===== src/rtl/tri_st_add_pkg.sv =====
// Shared lane width, lane type and the group generate/transmit merge used by the
// carry-select adder's lane-carry prefix network.
package tri_st_add_pkg;

    localparam int unsigned LANE_W = 8;

    typedef logic [0:LANE_W-1] lane_t;

    // Group generate/transmit pair for a span of lanes.
    typedef struct packed {
        logic g;
        logic t;
    } gt_t;

    // Merge a more significant span (hi) with the adjacent less significant span (lo).
    function automatic gt_t lane_prefix(input gt_t hi, input gt_t lo);
        gt_t r;
        r.g = hi.g | (hi.t & lo.g);
        r.t = hi.t & lo.t;
        return r;
    endfunction

endpackage


===== src/rtl/tri_st_add_carry.sv =====
// Log-depth (Kogge-Stone) lane-carry resolution: lane g/t plus carry-in -> carry
// into every lane and carry out of lane 0. Lane 0 is the most significant lane.
module tri_st_add_carry
    import tri_st_add_pkg::*;
#(
    parameter int unsigned BYTES = 8
) (
    input  logic [0:BYTES-1] g,
    input  logic [0:BYTES-1] t,
    input  logic             cin,
    output logic [0:BYTES-1] c,
    output logic             cout
);

    localparam int unsigned N  = BYTES + 1;
    localparam int unsigned LV = $clog2(N);

    // Position 0 is the carry-in as a pseudo-lane; position k is lane BYTES-k.
    gt_t cur [N];
    gt_t nxt [N];

    always_comb begin : p_prefix
        cur[0].g = cin;
        cur[0].t = 1'b0;
        for (int k = 1; k < int'(N); k++) begin
            cur[k].g = g[BYTES-k];
            cur[k].t = t[BYTES-k];
        end
        nxt = cur;
        for (int lv = 0; lv < int'(LV); lv++) begin
            nxt = cur;
            for (int k = (1 << lv); k < int'(N); k++) begin
                nxt[k] = lane_prefix(cur[k], cur[k-(1 << lv)]);
            end
            cur = nxt;
        end
        // cur[k].g is now the carry out of position k.
        c = '0;
        for (int i = 0; i < int'(BYTES); i++) begin
            c[i] = cur[BYTES-1-i].g;
        end
        cout = cur[BYTES].g;
    end

endmodule


===== src/rtl/tri_st_add_sel.sv =====
// Final select stage of the split carry-select adder: two-stage valid/ready pipe.
// Optional result-zero flag enabled by defining TRI_ST_ADD_SEL_ZERO_EN.
module tri_st_add_sel
    import tri_st_add_pkg::*;
#(
    parameter int unsigned BYTES = 8,
    localparam int unsigned W = LANE_W * BYTES
) (
    input  logic             clk,
    input  logic             rst_b,
    input  logic             flush,
    input  logic             in_vld,
    output logic             in_rdy,
    input  logic [0:W-1]     in_sum_0,
    input  logic [0:W-1]     in_sum_1,
    input  logic [0:BYTES-1] in_g,
    input  logic [0:BYTES-1] in_t,
    input  logic             in_cin,
    output logic             out_vld,
    input  logic             out_rdy,
    output logic [0:W-1]     out_res,
    output logic             out_cout
`ifdef TRI_ST_ADD_SEL_ZERO_EN
    ,
    output logic             out_zero
`endif
);

    logic             s1_vld;
    logic             s2_vld;
    logic             s1_vld_nxt;
    logic             s2_vld_nxt;
    logic             s1_load;
    logic             s2_load;
    logic             s2_en;

    logic [0:W-1]     s1_sum0;
    logic [0:W-1]     s1_sum1;
    logic [0:BYTES-1] s1_g;
    logic [0:BYTES-1] s1_t;
    logic             s1_cin;

    logic [0:BYTES-1] lane_c;
    logic             cout_nxt;
    logic [0:W-1]     res_nxt;

    // Handshake and valid bookkeeping; flush kills both stages.
    always_comb begin : p_ctrl
        s2_load    = s1_vld & (~s2_vld | out_rdy);
        in_rdy     = ~flush & (~s1_vld | s2_load);
        s1_load    = in_vld & in_rdy;
        s2_en      = s2_load & ~flush;
        s1_vld_nxt = 1'b0;
        s2_vld_nxt = 1'b0;
        if (!flush) begin
            s1_vld_nxt = s1_load | (s1_vld & ~s2_load);
            s2_vld_nxt = s2_load | (s2_vld & ~out_rdy);
        end
    end

    always_ff @(posedge clk or negedge rst_b) begin : p_vld_reg
        if (!rst_b) begin
            s1_vld <= 1'b0;
            s2_vld <= 1'b0;
        end else begin
            s1_vld <= s1_vld_nxt;
            s2_vld <= s2_vld_nxt;
        end
    end

    assign out_vld = s2_vld;

    always_ff @(posedge clk or negedge rst_b) begin : p_s1_reg
        if (!rst_b) begin
            s1_sum0 <= '0;
            s1_sum1 <= '0;
            s1_g    <= '0;
            s1_t    <= '0;
            s1_cin  <= 1'b0;
        end else if (s1_load) begin
            s1_sum0 <= in_sum_0;
            s1_sum1 <= in_sum_1;
            s1_g    <= in_g;
            s1_t    <= in_t;
            s1_cin  <= in_cin;
        end
    end

    tri_st_add_carry #(
        .BYTES (BYTES)
    ) u_carry (
        .g    (s1_g),
        .t    (s1_t),
        .cin  (s1_cin),
        .c    (lane_c),
        .cout (cout_nxt)
    );

    // Per-lane select between the two conditional sums.
    always_comb begin : p_select
        res_nxt = '0;
        for (int i = 0; i < int'(BYTES); i++) begin
            res_nxt[i*LANE_W +: LANE_W] = lane_c[i] ? lane_t'(s1_sum1[i*LANE_W +: LANE_W])
                                                    : lane_t'(s1_sum0[i*LANE_W +: LANE_W]);
        end
    end

`ifdef TRI_ST_ADD_SEL_ZERO_EN
    logic zero_nxt;

    // Lane zero flags come from the conditional sums so the mux adds no depth.
    always_comb begin : p_zero
        zero_nxt = 1'b1;
        for (int i = 0; i < int'(BYTES); i++) begin
            zero_nxt = zero_nxt & (lane_c[i] ? ~|s1_sum1[i*LANE_W +: LANE_W]
                                             : ~|s1_sum0[i*LANE_W +: LANE_W]);
        end
    end

    always_ff @(posedge clk or negedge rst_b) begin : p_zero_reg
        if (!rst_b) begin
            out_zero <= 1'b0;
        end else if (s2_en) begin
            out_zero <= zero_nxt;
        end
    end
`endif

    always_ff @(posedge clk or negedge rst_b) begin : p_s2_reg
        if (!rst_b) begin
            out_res  <= '0;
            out_cout <= 1'b0;
        end else if (s2_en) begin
            out_res  <= res_nxt;
            out_cout <= cout_nxt;
        end
    end

endmodule


===== config.mk =====
export PLATFORM = sky130hd
export DESIGN_NAME = tri_st_add_sel
export DESIGN_NICKNAME = d
export VERILOG_FILES = /design/src/rtl/tri_st_add_pkg.sv /design/src/rtl/tri_st_add_carry.sv /design/src/rtl/tri_st_add_sel.sv
export SDC_FILE = /design/constraint.sdc
export NUM_CORES = 1
export LEC_CHECK = 0
export CORE_AREA = 2 2 152 154
export CTS_BUF_LIST = sky130_fd_sc_hd__clkbuf_2
export CTS_CLUSTER_SIZE = 12
export DETAILED_ROUTE_END_ITERATION = 8
export DIE_AREA = 0 0 154 156
export GPL_ROUTABILITY_DRIVEN = 0
export PLACE_DENSITY = 0.68
export SYNTH_ARGS = -nofsm -noshare
export SYNTH_HDL_FRONTEND = slang
export SYNTH_SLANG_ARGS = --single-unit

===== constraint.sdc =====
create_clock -name clk -period 2.2 [get_ports clk]
set_input_delay 0.44 -clock clk [delete_from_list [all_inputs] [get_ports clk]]
set_output_delay 0.44 -clock clk [all_outputs]
set_load 0.1 [all_outputs]

Word-level counts from Yosys, hierarchy flattened. Cells that the tools add are included. W data, S select, Z words.

Muxes and demuxes: 10. Bitwise operators: 70.

Operator list (count): $mux W8 (8); $and A1 B1 Y1 (40); $or A1 B1 Y1 (25); $not A1 Y1 (5); $mux W1 (2).

Register bits after elaboration: 212. Input bits: 150. Output and inout port bits: 67. Logic and storage cells: 89.

Logic depth before layout (Yosys ltp).
Word-level depth: 8. Gate-level depth with buffers: 7. Mapped depth without buffers: 5.

By module. From an unflattened synthesis, not the netlist that was laid out.

Cell total of the unflattened synthesis: 547. Area total of the unflattened synthesis: 8797.2 sq um.

Modules (own cells, without submodules): tri_st_add_sel (seq. area each 5305.1 sq um, instances 1, cells each 526, area an instance 8639.5 sq um); tri_st_add_carry (seq. area each 0.0 sq um, instances 1, cells each 21, area an instance 157.7 sq um).

Worst setup path after synthesis. Ideal clock, no wire load.

Path kind: flip-flop to flip-flop. Start: register s2_vld, in the netlist out_vld. End: register s1_g[1] in the netlist's numbering. Slack: -0.894 ns. Cell stages (with the launch flop): 7. Library setup time: 0.125 ns. Path buffers: 2. Arrival time: 2.969 ns. Data required time: 2.075 ns. Cells stage by stage: dfrtp_1 > nor2b_2 > a21oi_2 > nand2_1 > buf_2 > buf_4 > mux2_2.

Cells in the longest elaborated chain, start to end: 6.

RTL lines: start, declared (RTL line tri_st_add_sel.sv:30) `logic s2_vld;`; start signal, assigned (RTL line tri_st_add_sel.sv:67) `s2_vld <= s2_vld_nxt;`; $not A1 Y1 (RTL line tri_st_add_sel.sv:49) `s2_load = s1_vld & (~s2_vld | out_rdy);`; $or A1 B1 Y1 (RTL line tri_st_add_sel.sv:49); $and A1 B1 Y1 (RTL line tri_st_add_sel.sv:49); $or A1 B1 Y1 (RTL line tri_st_add_sel.sv:50) `in_rdy = ~flush & (~s1_vld | s2_load);`; $and A1 B1 Y1 (RTL line tri_st_add_sel.sv:50); named net in_rdy (RTL line tri_st_add_sel.sv:13) `output logic in_rdy,`; $and A1 B1 Y1 (RTL line tri_st_add_sel.sv:51) `s1_load = in_vld & in_rdy;`; end signal, assigned (RTL line tri_st_add_sel.sv:83) `s1_g <= in_g;`; end, declared (RTL line tri_st_add_sel.sv:39) `logic [0:BYTES-1] s1_g;`.

The timed path passes the listed nets, and every way through them passes these cells. A chain may end at the register's enable or synchronous reset.

Final worst setup path.
Start: register s2_vld, in the netlist out_vld. End: output in_rdy.

Cells in the longest elaborated chain, start to end: 5.

RTL lines (RTL line): $not A1 Y1 (tri_st_add_sel.sv:49); $or A1 B1 Y1 (tri_st_add_sel.sv:49); $and A1 B1 Y1 (tri_st_add_sel.sv:49); $or A1 B1 Y1 (tri_st_add_sel.sv:50); $and A1 B1 Y1 (tri_st_add_sel.sv:50); end, declared (tri_st_add_sel.sv:13).

Every way passes these cells.

==> impl_results.md <==
* Status: complete, but fails checks
* Failing checks: negative setup slack
* Remaining DRCs at 0
* # Max-Cap Violations at 0
* CTS resizes at 0
* Count of state elements after synthesis at between 200 and 250
* Initial Util at 0.385
* Synth cell types at 28
* Clock sink count at 212
* Slew of the pin with the lowest slew margin at between 0.5 and 0.6 ns
* Adder-cell area share of the yosys netlist at 0
* Final critical-path setup slack at -0.0186 ns
* Post-Synth XOR/XNOR Area at 0
* Hold slack at 0.183 ns
* PwrDens at between 1000 and 1500 nW/µm²
* Compound-cell area share of the yosys netlist at 0.0466
* Layout net count at between 1000 and 1500
* Synthesized area per cell at approximately 14 µm²
* Mapped Area at ~8600 µm²
* WS Path Type: reg -> out
* DRT Pass-1 Iters at 4
* Setup_tns at -0.0186 ns
* PortBufs at roughly 220
* Synth-to-Final Area Change at 35.3%
* Fill count at about 2000
* Fin crit period at 2.22 ns
* H-tree levels at 2
* Post-synth ARST share at 1.00
* Mux share of post-synthesis cell area at 0.269
* Post-Route WL at between 15000 and 20000 µm
* Largest family of logic cells by synthesized area: multiplexers
* Non-Filler Instances at 1214
* Vias per cell at around 4.7
* Synth Net Count at between 700 and 800
* Placed Cells at 1115
* Root Driver: clkbuf_2
* WL/cell at ~16 µm
* CP Capture Type: primary output
* Worst min path class: in -> async
* Crit share post-route at 1.01
* Total CTS buffers at 56
* Via count at about 5700
* WP data required at between 1.5 and 2 ns
* Largest net degree at the start of global routing at around 60
* Placed inst area at ~11000 µm²
* Reg area at around 5300 µm²
* Mapped Cells at a little over 600
* RSZ-0062 raised after global routing: true
* CTS tree: done
* Post-route cell area at approximately 12000 µm²
* DIE HEIGHT at between 150 and 200 µm
* Initial DRC Count at about 170
* Post-route ant nets at 0
* Synth Flop Type: dfrtp_1
* Worst r2r src: out_vld$_DFF_PN0_
* Final setup vio count at 1
* VDD IR max at just under 0.0006 V
* Max Clk Rate at 0.451 GHz
* Total GRT Usage at 0.163
* Max Slew Vio Count at 0
* Post-synth EDFFs at 0
* Vias in the first global route at about 6000
* Layout cells sized above 1 at 0.379
* Max clock buf depth at 3
* Simple-gate share of the synthesized area at 0.0434
* Die Width at ~150 µm
* Worst clock skew at between 0.04 and 0.05 ns
* Worst EP arrival at 1.78 ns
* I/O Pins at 217
* Worst slew margin at 0.661
* Later-pin clock latency in the skew report at 0.78 ns
* Multi-input logic area at about 3100 µm²
* Seq/Total Area, Yosys at 0.617
* Rows at between 50 and 60
* Die footprint at 24000 µm²
* First-pass GRT wire length at between 30000 and 40000 µm
* Core ar. at roughly 22000 µm²
* Grt ovf at 0
* CP max FO at 2
* YS warnings at 0
* Antenna violations before repair at 3
* Clk slew on worst S/H paths at around 0.12 ns
* Setup crit start kind: flip-flop
* Crit. Startpoint: out_vld$_DFF_PN0_
* Post-DP HPWL at about 14000 µm
* Leakage at ~5.3 nW
* Hold Fails Final Rpt at 0
## synth_stat cells, types with 2 or more instances
library cell / n / area share
buf_2: 19 / 0.011
o21ai_1: 17 / 0.0099
a21oi_4: 2 / 0.0038
nor2_1: 12 / 0.0052
buf_6: 3 / 0.0039
dfrtp_1: 212 / 0.62
mux2_4: 8 / 0.014
buf_4: 7 / 0.0061
a21oi_1: 11 / 0.0064
mux2_2: 145 / 0.19
nor3_1: 2 / 0.0012
nand2_1: 75 / 0.033
clkbuf_1: 5 / 0.0022
o21ai_0: 34 / 0.020
mux2i_1: 56 / 0.065
## report_power, final
part / switching, W / internal (W)
combinational: 0.00336 / 0.00144
clock: 0.00153 / 0.00104
sequential: 0.000403 / 0.00463
## cells in the final DEF, fill, tap and decap left out, drive strengths merged, types with 12 or more instances in the layout
master           n
dfrtp          212
mux2i           56
buf             95
clkbuf          88
o21ai           52
nor2            12
nand2           75
clkdlybuf4s50  148
a21oi           14
mux2           153
## final timing paths
| kind | slack [ns] | cells past startpoint | end |
|---|---|---|---|
| max in group asynchronous | 1.29 | 3 | out_res[36]$_DFFE_PN0P_ |
| max reg2reg | 0.17 | 7 | out_res[6]$_DFFE_PN0P_ |
| min | 0.18 | 2 | s1_sum1[57]$_DFFE_PN0P_ |
| max | -0.02 | 3 | in_rdy |
| min in group clk | 0.26 | 2 | s1_sum1[2]$_DFFE_PN0P_ |
| min reg2reg | 0.49 | 2 | out_res[49]$_DFFE_PN0P_ |
## worst max-delay path, stage by stage (launching register included)
cell	delay (ns)
dfrtp_4	0.49
nor2b_4	0.14
a21oi_4	0.16
buf_12	0.19
## flip-flops by register name, indices dropped and copies added, names as in the netlist
name / cells
out_cout: 1
out_res: 64
out_vld: 1
s1_cin: 1
s1_g: 8
s1_sum0: 64
s1_sum1: 64
s1_t: 8
s1_vld: 1
## cells by family after synthesis
logic type             Yosys count
buffers and inverters           36
AO/OA/AOI/OAI                   71
AND/OR/NAND/NOR                 93
multiplexers                   209
flip-flops                     212
## routing by layer
metal | vias to the layer above | track usage | part of all wire
li1 | 2730 | - | -
met1 | 2715 | 0.201 | 0.42
met2 | 180 | 0.266 | 0.48
met3 | 37 | 0.0572 | 0.077
met4 | 2 | 0.0623 | 0.021
met5 | - | 0 | 0.00083
## area by class of cell
type / count / share of cell area
well taps: 285 / 0.0306
repair buffers: 244 / 0.203
inverters: 2 / 0.000645
multi-input cells: 373 / 0.268
clock inverters: 8 / 0.00269
clock buffers: 88 / 0.0378
flip-flops and latches: 212 / 0.456
diodes: 2 / 0.000430
## through the flow
step	setup WS (ns)	util	power, W
finish	-0.0186	0.520	0.0124
global route	-0.192	0.520	0.0131
CTS	-0.185	0.520	0.0126
detailed placement	-0.0504	0.499	0.00997
global placement	-0.0340	0.499	0.00990
floorplan	-0.0432	-	0.00864
## timing repair
item,4_1_cts,5_1_grt
hold buffers,1,0
cloned,0,0
pin swaps,1,1
hold endpoints to repair,197,0
setup buffers,2,0
setup endpoints to repair,1,1
No activity file was read; power rests on OpenSTA's default activity.
